**config.mk**
```make
export PLATFORM = sky130hd
export DESIGN_NAME = vstore_mem_if
export DESIGN_NICKNAME = d
export VERILOG_FILES = /design/src/rtl/vstore_mem_if.sv
export SDC_FILE = /design/constraint.sdc
export NUM_CORES = 1
export LEC_CHECK = 0
export ABC_AREA = 1
export CAP_MARGIN = 40
export CELL_PAD_IN_SITES_DETAIL_PLACEMENT = 1
export CELL_PAD_IN_SITES_GLOBAL_PLACEMENT = 2
export CORE_MARGIN = 2
export CORE_UTILIZATION = 20
export DETAILED_ROUTE_END_ITERATION = 12
export GPL_ROUTABILITY_DRIVEN = 0
export GPL_TIMING_DRIVEN = 0
export PLACE_DENSITY = 0.87
export REMOVE_ABC_BUFFERS = 1
export SKIP_LAST_GASP = 1
export SLEW_MARGIN = 0
export SYNTH_ARGS = -nofsm -noshare
export SYNTH_HDL_FRONTEND = slang
export SYNTH_SLANG_ARGS = --single-unit
```
**constraint.sdc**
```tcl
create_clock -name clk_i -period 3.1 [get_ports clk_i]
set_input_delay 0.465 -clock clk_i [delete_from_list [all_inputs] [get_ports clk_i]]
set_output_delay 0.465 -clock clk_i [all_outputs]
set_load 0.01 [all_outputs]
```
**src/rtl/vstore_mem_if.sv**
```systemverilog
// Store-side memory interface: turns a store descriptor plus a stream of VRF-word
// operands into word-aligned, byte-enabled writes, then waits for all acks before reporting done.
module vstore_mem_if #(
    parameter int unsigned MaxOutstanding = 4,
    parameter int unsigned AddrWidth      = 32,
    parameter int unsigned VRFWordWidthB  = 8,
    parameter int unsigned VlenWidth      = 16,
    parameter int unsigned InsnIdWidth    = 4
) (
    input  logic                       clk_i,
    input  logic                       rst_ni,
    input  logic                       st_req_valid_i,
    output logic                       st_req_ready_o,
    input  logic [AddrWidth-1:0]       st_base_i,
    input  logic [VlenWidth-1:0]       st_vlB_i,
    input  logic [InsnIdWidth-1:0]     st_insn_id_i,
    input  logic                       store_op_valid_i,
    input  logic [8*VRFWordWidthB-1:0] store_op_i,
    output logic                       store_op_gnt_o,
    output logic                       mem_req_o,
    input  logic                       mem_gnt_i,
    output logic [AddrWidth-1:0]       mem_addr_o,
    output logic [8*VRFWordWidthB-1:0] mem_wdata_o,
    output logic [VRFWordWidthB-1:0]   mem_be_o,
    input  logic                       mem_ack_i,
    output logic                       done_o,
    output logic [InsnIdWidth-1:0]     done_insn_id_o,
    input  logic                       done_gnt_i
);
    typedef logic [VlenWidth-1:0]   vlen_t;
    typedef logic [InsnIdWidth-1:0] insn_id_t;

    localparam int unsigned CntWidth = $clog2(MaxOutstanding + 1);

    localparam logic [1:0] S_IDLE  = 2'd0;
    localparam logic [1:0] S_ISSUE = 2'd1;
    localparam logic [1:0] S_DRAIN = 2'd2;
    localparam logic [1:0] S_DONE  = 2'd3;

    logic [1:0]          r_state, w_state_nxt;
    logic [AddrWidth-1:0] r_addr;
    vlen_t               r_rem;
    insn_id_t            r_id;
    logic [CntWidth-1:0] r_cnt, w_cnt_nxt;

    logic w_req, w_fire, w_ack, w_last;
    logic [VRFWordWidthB-1:0] w_be;
    logic [AddrWidth-1:0]     w_base_aligned;

    // Request depends only on registered count, so acks never reach mem_req_o combinationally.
    assign w_req  = (r_state == S_ISSUE) && store_op_valid_i
                    && (r_cnt < CntWidth'(MaxOutstanding));
    assign w_fire = w_req && mem_gnt_i;
    assign w_ack  = mem_ack_i && (r_cnt != '0);
    assign w_last = (r_rem <= vlen_t'(VRFWordWidthB));
    assign w_base_aligned = st_base_i & ~AddrWidth'(VRFWordWidthB - 1);

    always_comb begin
        w_cnt_nxt = r_cnt;
        case ({w_fire, w_ack})
            2'b10:   w_cnt_nxt = r_cnt + 1'b1;
            2'b01:   w_cnt_nxt = r_cnt - 1'b1;
            default: w_cnt_nxt = r_cnt;
        endcase
    end

    // Byte b is written iff more than b bytes remain; covers both full and tail beats.
    always_comb begin
        w_be = '0;
        for (int b = 0; b < int'(VRFWordWidthB); b++) begin
            w_be[b] = (r_state == S_ISSUE) && (r_rem > vlen_t'(b));
        end
    end

    always_comb begin
        w_state_nxt = r_state;
        case (r_state)
            S_IDLE:  if (st_req_valid_i) w_state_nxt = (st_vlB_i == '0) ? S_DONE : S_ISSUE;
            S_ISSUE: if (w_fire && w_last) w_state_nxt = S_DRAIN;
            S_DRAIN: if (w_cnt_nxt == '0) w_state_nxt = S_DONE;
            S_DONE:  if (done_gnt_i) w_state_nxt = S_IDLE;
            default: w_state_nxt = S_IDLE;
        endcase
    end

    always_ff @(posedge clk_i or negedge rst_ni) begin
        if (!rst_ni) begin
            r_state <= S_IDLE;
            r_cnt   <= '0;
            r_addr  <= '0;
            r_rem   <= '0;
            r_id    <= '0;
        end else begin
            r_state <= w_state_nxt;
            r_cnt   <= w_cnt_nxt;
            if (r_state == S_IDLE && st_req_valid_i) begin
                r_addr <= w_base_aligned;
                r_rem  <= st_vlB_i;
                r_id   <= st_insn_id_i;
            end else if (w_fire) begin
                r_addr <= r_addr + AddrWidth'(VRFWordWidthB);
                r_rem  <= w_last ? '0 : r_rem - vlen_t'(VRFWordWidthB);
            end
        end
    end

    assign st_req_ready_o = (r_state == S_IDLE) && rst_ni;
    assign mem_req_o      = w_req;
    assign store_op_gnt_o = w_fire;
    assign mem_addr_o     = r_addr;
    assign mem_wdata_o    = store_op_i;
    assign mem_be_o       = w_be;
    assign done_o         = (r_state == S_DONE);
    assign done_insn_id_o = r_id;

    // An ack while writes should be in flight but none are counted is a protocol error.
    a_no_spurious_ack: assert property (@(posedge clk_i) disable iff (!rst_ni)
        !(mem_ack_i && (r_cnt == '0) && (r_state == S_ISSUE || r_state == S_DRAIN)));
endmodule

```
[Yosys cells after proc, flatten, opt, wreduce, memory -nomap -nowiden]
Index checks and enable logic that the tools add are counted.
Word-level totals
  input bits: 123
  output and inout port bits: 112
  bits in registers: 57
  logic and storage cells: 61
Operators by class
  equality and inequality tests: 9
  mux-type cells: 12
  reductions and logical operators: 21
  $lt $le $gt $ge: 10
  add/sub/neg operators: 4
Operator list (number)
  $gt A16 B3 Y1 const B: 4
  $mux W32: 2
  $mux W16: 3
  $add A32 B4 Y32 const B: 1
  $gt A16 B1 Y1 const B: 2
  $gt A16 B2 Y1 const B: 2
  $le A16 B4 Y1 const B: 1
  $logic_not A16 Y1: 1
  $sub A16 B4 Y16 const B: 1
  $logic_and A1 B1 Y1: 15
  $mux W2: 5
  $pmux W2 S4: 1
  $eq A2 B2 Y1 const B: 3
  $pmux W3 S2: 1
  $eq A2 B1 Y1 const B: 2
  $ne A2 B1 Y1 const B: 2
  $ne A2 B2 Y1 const B: 2
  $reduce_and A4 Y1: 1
  $add A3 B1 Y3 const B: 1
  $logic_not A3 Y1: 1
  $lt A3 B3 Y1 const B: 1
  $reduce_bool A3 Y1: 1
  $sub A3 B1 Y3 const B: 1
  $logic_not A2 Y1: 1
  $reduce_bool A2 Y1: 1

[Logic depth before layout (Yosys ltp)]
Gate-level depths: netlist of run 1.
  depth in word-level cells: 9
  mapped depth: 17
  mapped depth without buffers: 17

[Worst setup path before layout of run 1]
No wires, ideal clock.
  kind: register -> register
  start point: reg r_state[1]
  end point: reg r_state[1]
  clock period less this slack: 2.339 ns
  data arrival time: 2.223 ns
  data required time: 2.983 ns
  setup slack: 0.761 ns
  buffers on the path: 0
  cell stages (with the launch flop): 15
  cell sequence: dfrtp_1 > inv_1 > ha_1 > nand2_1 > nor2_4 > nand2_4 > ha_1 > inv_1 > fa_1 > o21ai_0 > nor2_1 > nand3_1 > a21oi_1 > nand3_1 > nand2_1
Between the ends
  word-level cells in the longest chain between the ends: 9
  elaborated cells on any way between the ends: 18
RTL lines
  from (decl): line 40  | logic [1:0] r_state, w_state_nxt;
  from (signal assigned): line 94  | r_state <= w_state_nxt;
  $eq A2 B1 Y1 (*): line 51  | assign w_req = (r_state == S_ISSUE) && store_op_valid_i
  $logic_and A1 B1 Y1 (*): line 51
  $logic_and A1 B1 Y1 (*): line 52  | && (r_cnt < CntWidth'(MaxOutstanding));
  net mem_req_o: line 20  | output logic mem_req_o,
  $logic_and A1 B1 Y1 (*): line 53  | assign w_fire = w_req && mem_gnt_i;
  $eq A2 B1 Y1 / $eq A2 B2 Y1 (equally long branches): line 60  | case ({w_fire, w_ack})
  $pmux W3 S2 (*): line 60
  net w_cnt_nxt[1]: line 44  | logic [CntWidth-1:0] r_cnt, w_cnt_nxt;
  $logic_not A3 Y1 (*): line 80  | S_DRAIN: if (w_cnt_nxt == '0) w_state_nxt = S_DONE;
  $ne A2 B2 Y1 (no line) (*)
  $reduce_and A4 Y1 (no line) (*)
Mark *: on every way through the listed nets, which the timed path passes. The rest lies on a longest branch.
A chain may end at the register's enable or synchronous reset.

[Worst setup path after layout of run 1]
  start point: reg r_rem[5]
  end point: out mem_be_o[2]
Between the ends
  word-level cells in the longest chain between the ends: 2
RTL lines
  from (decl): line 42  | vlen_t r_rem;
  from (signal assigned): line 98  | r_rem <= st_vlB_i;
  from (signal assigned): line 102  | r_rem <= w_last ? '0 : r_rem - vlen_t'(VRFWordWidthB);
  $gt A16 B2 Y1: line 71  | w_be[b] = (r_state == S_ISSUE) && (r_rem > vlen_t'(b));
  $logic_and A1 B1 Y1: line 71
  to (decl): line 24  | output logic [VRFWordWidthB-1:0] mem_be_o,
No other way between the ends.

==> summary.md, run 1 <==
| Metric | Value |
|---|---|
| Outcome | `finished, final reports clean` |
| Leakage | `2.361 nW` |
| Setup Crit Path Kind | `reg -> out` |
| Area of the mapped netlist | `4443 um^2` |
| RSZ-0062 raised after global routing | `false` |
| Initial antenna violation count | `1` |
| Synth unique cells | `42` |
| DRT Pass-1 Iters | `4` |
| Hold Vio Cnt, Final | `0` |
| Worst Path Arrival | `between 2 and 2.5 ns` |
| Hold buffers post-CTS | `0` |
| Initial Util | `0.2036` |
| Number of H-tree levels | `2` |
| Routed len/inst | `20.90 um` |
| Final Power | `4.795 mW` |
| CTS root buf | `clkbuf_16` |
| Reg clk slew, reported paths | `0.08 ns` |
| CP endpoint kind | `primary output` |
| Post-synthesis compound-gate area fraction | `0.08110` |
| DRC viols | `0` |
| Hold Path Class | `in -> async` |
| Nets | `815` |
| Largest family of logic cells by synthesized area | `simple AND/OR/NAND/NOR gates` |
| Final Skew | `roughly 0.0084 ns` |
| Min cycle time layout | `roughly 2.8 ns` |
| First-pass GRT wire length | `29.82 mm` |
| Worst-Margin Slew | `0.7923 ns` |
| Die W | `153.0 um` |
| Gr usage total | `0.1714` |
| Synth Flop Type | `dfrtp_1` |
| CTS tree | `yes` |
| Post-Synth XOR/XNOR Area | `0.02760` |
| Post-CTS setup buffer count | `0` |
| Maximum vdd drop | `0.0003202 V` |
| # setup viols final | `0` |
| Cell Count Post-Placement | `955` |
| Vias | `4,375` |
| Post-synth EDFFs | `0` |
| Max_cap viols | `0` |
| Syn Area/Cell | `6.794 um^2` |
| R2r worst-path depth | `14` |
| Dpl cell area | `5239 um^2` |
| Setup TNS | `0 ns` |
| Vias in the first global route | `4,432` |
| PortBufs | `100` |
| Adder-cell share of the synthesized area | `0.02985` |
| Cells after Synth | `654` |
| Post-Synth Simple-Gate Area | `0.3734` |
| Vias per inst | `4.543` |
| Post-route cell area | `5385 um^2` |
| Die ar. | `23,420 um^2` |
| Required @ worst endpoint | `2.63 ns` |
| Crit-path max FO | `4` |
| TritonCTS buffer count | `5` |
| Die Ht | `153.0 um` |
| Site Rows | `54` |
| Slew Viols, Final | `0` |
| Gr ovfl total | `0` |
| Area Overhead vs Synth | `21.21%` |
| Period utilisation layout | `0.9153` |
| Clock Latency Late Sink | `approximately 0.31 ns` |
| Hpwl dp | `~15 mm` |
| Antenna cells | `0` |
| Total Wirelength | `20.13 mm` |
| CP Launch Type | `flip-flop` |
| Antenna-violating nets left | `0` |
| Share of post-route cells with drive strength above 1 | `0.06149` |
| Worst R2R Setup Slack | `0.40 ns` |
| Slew Limit Headroom | `0.4718` |
| Sink Count | `54` |
| Number of synthesis warnings | `0` |
| Buffer depth of the longest clock path | `2` |
| Mux share of post-synthesis cell area | `0` |
| Largest net degree at the start of global routing | `56` |
| Top Ports | `235` |
| Max Freq | `352.4 MHz` |
| PD cells | `890.4 nW/um^2` |
| PostCTS Resize Cnt | `0` |
| Yosys reg bits | `54` |
| DR iter-0 viols | `169` |
| Sequential fraction of the synthesis area | `0.3041` |
| Final Non-Filler Cells | `963` |
| Core Area | `21,820 um^2` |
| Async SR Flop Fraction | `1.000` |
## flip-flops by register name, summed over array words and instances, names as in the netlist
| register | flops |
|---|---|
| done_insn_id_o | 4 |
| mem_addr_o | 29 |
| r_cnt | 3 |
| r_rem | 16 |
| r_state | 2 |
## metal layers
layer / wire (um) / GRT usage
met4: 169 / 0.02910
met1: 8574 / 0.2125
met3: 2877 / 0.1171
met5: 229 / 0.06625
met2: 8274 / 0.2417
## through the flow
step | util | setup WS, ns | hold slack (ns)
after floorplan | - | 0.7571 | 0.1694
after global placement | 0.2389 | -1.280 | 0.4701
after detailed placement | 0.2401 | -0.05695 | 0.4767
after CTS | 0.2466 | 0.1260 | 0.2623
after global routing | 0.2468 | 0.01999 | 0.2884
final | 0.2468 | 0.2626 | 0.2253
## where the power goes
group / internal [mW] / switching (mW)
sequential: 1.04 / 0.430
combinational: 1.15 / 1.57
clock: 0.302 / 0.306
## critical path: stages, from the launching register on
cell	delay [ns]
dfrtp_1	0.44
nor2_2	0.17
nand2_1	0.10
nor2_2	0.21
nand2_2	0.14
nor2_1	0.15
nor2_1	0.07
inv_1	0.12
o21ai_0	0.14
clkdlybuf4s50_1	0.52
## cells in the final DEF, fill, tap and decap left out, types with 4 or more instances in the layout
cell	instances
nand2_1	184
nor2_1	88
ha_1	9
xor2_1	11
nand3b_1	9
nand2_2	6
o22ai_1	7
nor2_2	9
dfrtp_1	54
o21ai_0	23
o21ai_1	6
nor3_1	5
clkbuf_16	5
clkdlybuf4s50_1	99
inv_1	55
nand3_1	44
nand4_1	7
o211ai_1	7
nand2_4	4
a21oi_1	12
## cell families (layout without fill, tap and decap cells)
group / count (synthesis) / count (layout)
compound gates: 63 / 63
xor+xnor: 14 / 14
fa+ha+maj: 10 / 10
buf+inv: 142 / 169
flops: 54 / 54
other cells: 1 / 3
simple gates: 370 / 370
## worst paths after layout
check / startpoint / to
worst max register to register: r_state[1] / r_state[1]
worst max-delay path: r_rem[5] / mem_be_o[2]
max in group asynchronous: rst_ni / r_rem[12]
worst min-delay path: rst_ni / mem_addr_o[22]
worst min register to register: done_insn_id_o[2] / done_insn_id_o[2]
min in group clk_i: done_insn_id_o[2] / done_insn_id_o[2]
## cells in the mapped netlist (all sizes together), types with 2 or more instances
cell | n | share of area
xor2 | 11 | 0.022
inv | 58 | 0.049
nand3 | 47 | 0.056
nor2 | 101 | 0.099
buf | 76 | 0.13
a31oi | 2 | 0.0028
o211ai | 7 | 0.012
a21oi | 12 | 0.014
nor3 | 5 | 0.0056
nand3b | 9 | 0.015
nand4 | 7 | 0.0099
nor4 | 2 | 0.0028
clkinv | 2 | 0.0017
ha | 9 | 0.025
o22ai | 7 | 0.0099
nand2 | 195 | 0.18
dfrtp | 54 | 0.30
xnor2 | 3 | 0.0059
o21ai | 30 | 0.035
clkbuf | 6 | 0.0051
a211oi | 3 | 0.0051
## final cells by class
cell class,instances,area [um^2]
fill,2687,16440
multi-input combinational,460,2286
sequential,54,1351
timing repair buffer,101,1026
tap,280,350.3
inverter,60,229.0
clock buffer,6,128.9
clock inverter,2,13.76
No activity file was read; power rests on OpenSTA's default activity.
==> inputs of run 2 (changes only) <==
- SLEW_MARGIN: 0 -> unset
==> results of run 2 <==
Final layout, timing and power as in run 1 (identical DEF).
==> inputs of run 3 (changes only) <==
- PLACE_DENSITY: 0.87 -> unset
- PLACE_DENSITY_LB_ADDON: unset -> 0.1
==> run 3 against run 2 <==
Compared with the run above:
- clock power grew 3%
- final area is 0.60% higher
- core utilization is 0.15 points higher
- final cell count up 0.21%
- setup slack got worse by 0.023 ns
- critical path type unchanged
- critical endpoint is now store_op_gnt_o
==> summary.md, run 3 (same netlist as run 1, synthesis figures left out) <==
| Metric | Value |
|---|---|
| CP Launch Type | `flip-flop (unchanged)` |
| Largest net degree at the start of global routing | `55 (was 56)` |
| Max Freq | `349.6 MHz (was 352.4 MHz)` |
| Critical-path cell list | `inv_1, ha_1, nand2_1, nor2_4, nand2_4, clkinv_1, clkdlybuf4s50_1 (was nor2_2, nand2_1, nor2_2, nand2_2, nor2_1, nor2_1, inv_1, o21ai_0, clkdlybuf4s50_1)` |
| Net Sw Power | `2.287 mW (was 2.302 mW)` |
| Crit-path max FO | `8 (was 4)` |
| Slew Limit Headroom | `0.5202 (was 0.4718)` |
| Max FFs per register | `29 (unchanged)` |
| Maximum vdd drop | `0.0002485 V (was 0.0003202 V)` |
| Setup Crit Path Kind | `reg -> out (unchanged)` |
| CTS tree | `yes (unchanged)` |
| Top Ports | `235 (unchanged)` |
| DR iter-0 viols | `146 (was 169)` |
| Net Sw Frac | `0.4760 (was 0.4801)` |
| CTS root buf | `clkbuf_16 (unchanged)` |
| # setup viols final | `0 (unchanged)` |
| Most frequent cells in the layout | `184 x nand2_1, 99 x clkdlybuf4s50_1, 88 x nor2_1 (unchanged)` |
| Hold Vio Cnt, Final | `0 (unchanged)` |
| Seq pwr share | `0.307 (about the same)` |
| Max_cap viols | `0 (unchanged)` |
| Nets | `816 (was 815)` |
| Die ar. | `23,420 um^2 (unchanged)` |
| Gr usage total | `0.1802 (was 0.1714)` |
| Vias per inst | `4.476 (was 4.543)` |
| Worst Path Arrival | `2.40 ns (was 2.37 ns)` |
| PortBufs | `100 (unchanged)` |
| Die W | `153.0 um (unchanged)` |
| Final Skew | `0.008905 ns (was 0.008369 ns)` |
| Share of post-route cells with drive strength above 1 | `0.06287 (was 0.06149)` |
| Most common cell after layout, fill and taps aside | `nand2_1 (unchanged)` |
| Reg clk slew, reported paths | `0.08 ns (about the same)` |
| CP max stage cell | `clkdlybuf4s50_1 (unchanged)` |
| Pint | `2.517 mW (was 2.493 mW)` |
| Initial antenna violation count | `1 (unchanged)` |
| CP endpoint kind | `primary output (unchanged)` |
| DRC viols | `0 (unchanged)` |
| Site Rows | `54 (unchanged)` |
| Required @ worst endpoint | `2.63 ns (about the same)` |
| Sink Count | `54 (unchanged)` |
| First-pass GRT wire length | `31.10 mm (was 29.82 mm)` |
| Routed len/inst | `21.87 um (was 20.90 um)` |
| CP delay by family, top | `buffers and inverters (was simple AND/OR/NAND/NOR gates)` |
| Period utilisation layout | `0.9226 (was 0.9153)` |
| PD cells | `886.7 nW/um^2 (was 890.4 nW/um^2)` |
| Hpwl dp | `16.27 mm (was 15.39 mm)` |
| Buffer depth of the longest clock path | `2 (unchanged)` |
| Worst-Margin Slew | `0.7198 ns (was 0.7923 ns)` |
| Number of H-tree levels | `2 (unchanged)` |
| TritonCTS buffer count | `5 (unchanged)` |
| Outcome | `finished, final reports clean (unchanged)` |
| Min cycle time layout | `2.860 ns (was 2.837 ns)` |
| DRT Pass-1 Iters | `4 (unchanged)` |
| Hold Path Class | `in -> async (unchanged)` |
| Vias in the first global route | `4,548 (was 4,432)` |
| Total Wirelength | `21.11 mm (was 20.13 mm)` |
| Critical path buffers and inverters | `3 (was 2)` |
| Area Overhead vs Synth | `21.94% (was 21.21%)` |
| Slowest stage delay, CP | `0.61 ns (was 0.52 ns)` |
| Antenna-violating nets left | `0 (unchanged)` |
| Fin util | `0.2483 (was 0.2468)` |
| Clock power frac | `0.130 (was 0.127)` |
| Clock Latency Late Sink | `0.31 ns (about the same)` |
| Leakage | `2.383 nW (was 2.361 nW)` |
| Die Ht | `153.0 um (unchanged)` |
| Vias | `4,319 (was 4,375)` |
| Slew Viols, Final | `0 (unchanged)` |
| Core Area | `21,820 um^2 (unchanged)` |
| Initial Util | `0.2036 (unchanged)` |
| Hold Slack | `0.01824 ns (was 0.2253 ns)` |
| Gr ovfl total | `0 (unchanged)` |
| RSZ-0062 raised after global routing | `false (unchanged)` |
| Gate power share | `0.563 (was 0.566)` |
## run 3: worst paths after layout
check	startpoint	endpoint	slack, ns	cells after the start
min in group clk_i	done_insn_id_o[3]	done_insn_id_o[3]	0.49	2
max reg2reg	r_state[1]	r_state[1]	0.45	14
min reg2reg	done_insn_id_o[3]	done_insn_id_o[3]	0.49	2
min	rst_ni	mem_addr_o[23]	0.02	1
max	r_state[1]	store_op_gnt_o	0.24	7
max in group asynchronous	rst_ni	done_insn_id_o[3]	2.55	2
## run 3: cell type report
class,instances,area [um^2]
inverters,60,226.5
clock inverters,1,5.005
well taps,280,350.3
fillers,2686,16410
repair buffers,102,1054
diodes,1,2.502
multi-input cells,460,2286
clock buffers,7,142.6
flip-flops and latches,54,1351
## run 3: worst register-to-register path, cell delays in order (launching register included)
cell,delay (ns)
dfrtp_1,0.42
inv_1,0.13
ha_1,0.26
nand2_1,0.12
nor2_4,0.12
nand2_4,0.12
ha_1,0.24
inv_1,0.09
fa_1,0.41
o21ai_0,0.23
nor2_1,0.08
nand3_1,0.09
a21oi_1,0.09
nand3_1,0.08
nand2_1,0.06
## run 3: per-stage QoR
step	worst slack, ns	instance area (um^2)	total power, mW	std cells	setup TNS [ns]
after floorplan	0.7571	3862	2.948	574	0
after global placement	-1.380	5214	4.176	954	-62.03
after detailed placement	-0.2274	5266	4.270	956	-2.648
after CTS	0.1508	5415	4.940	964	0
after global routing	0.07478	5415	5.304	964	0
final	0.2399	5418	4.804	965	0
## run 3: timing repair
action | in CTS | in global routing
setup endpoints to repair | 10 | 0
setup buffers | 0 | 0
resized for setup | 1 | 0
hold buffers | 0 | 0
## run 3: power groups by stage
stage                     clock network, mW  logic [mW]  registers, mW
after global routing                  0.684        3.07           1.55
after global placement                    0        2.68           1.49
after CTS                             0.664        2.79           1.49
final                                 0.625        2.70           1.47
after floorplan                           0        1.50           1.45
after detailed placement                  0        2.77           1.50
## run 3: layer usage
layer  global-route usage  part of all wire
met3               0.1248              0.14
met5              0.09110             0.014
met4              0.03395             0.012
met1               0.2221              0.43
met2               0.2504              0.41
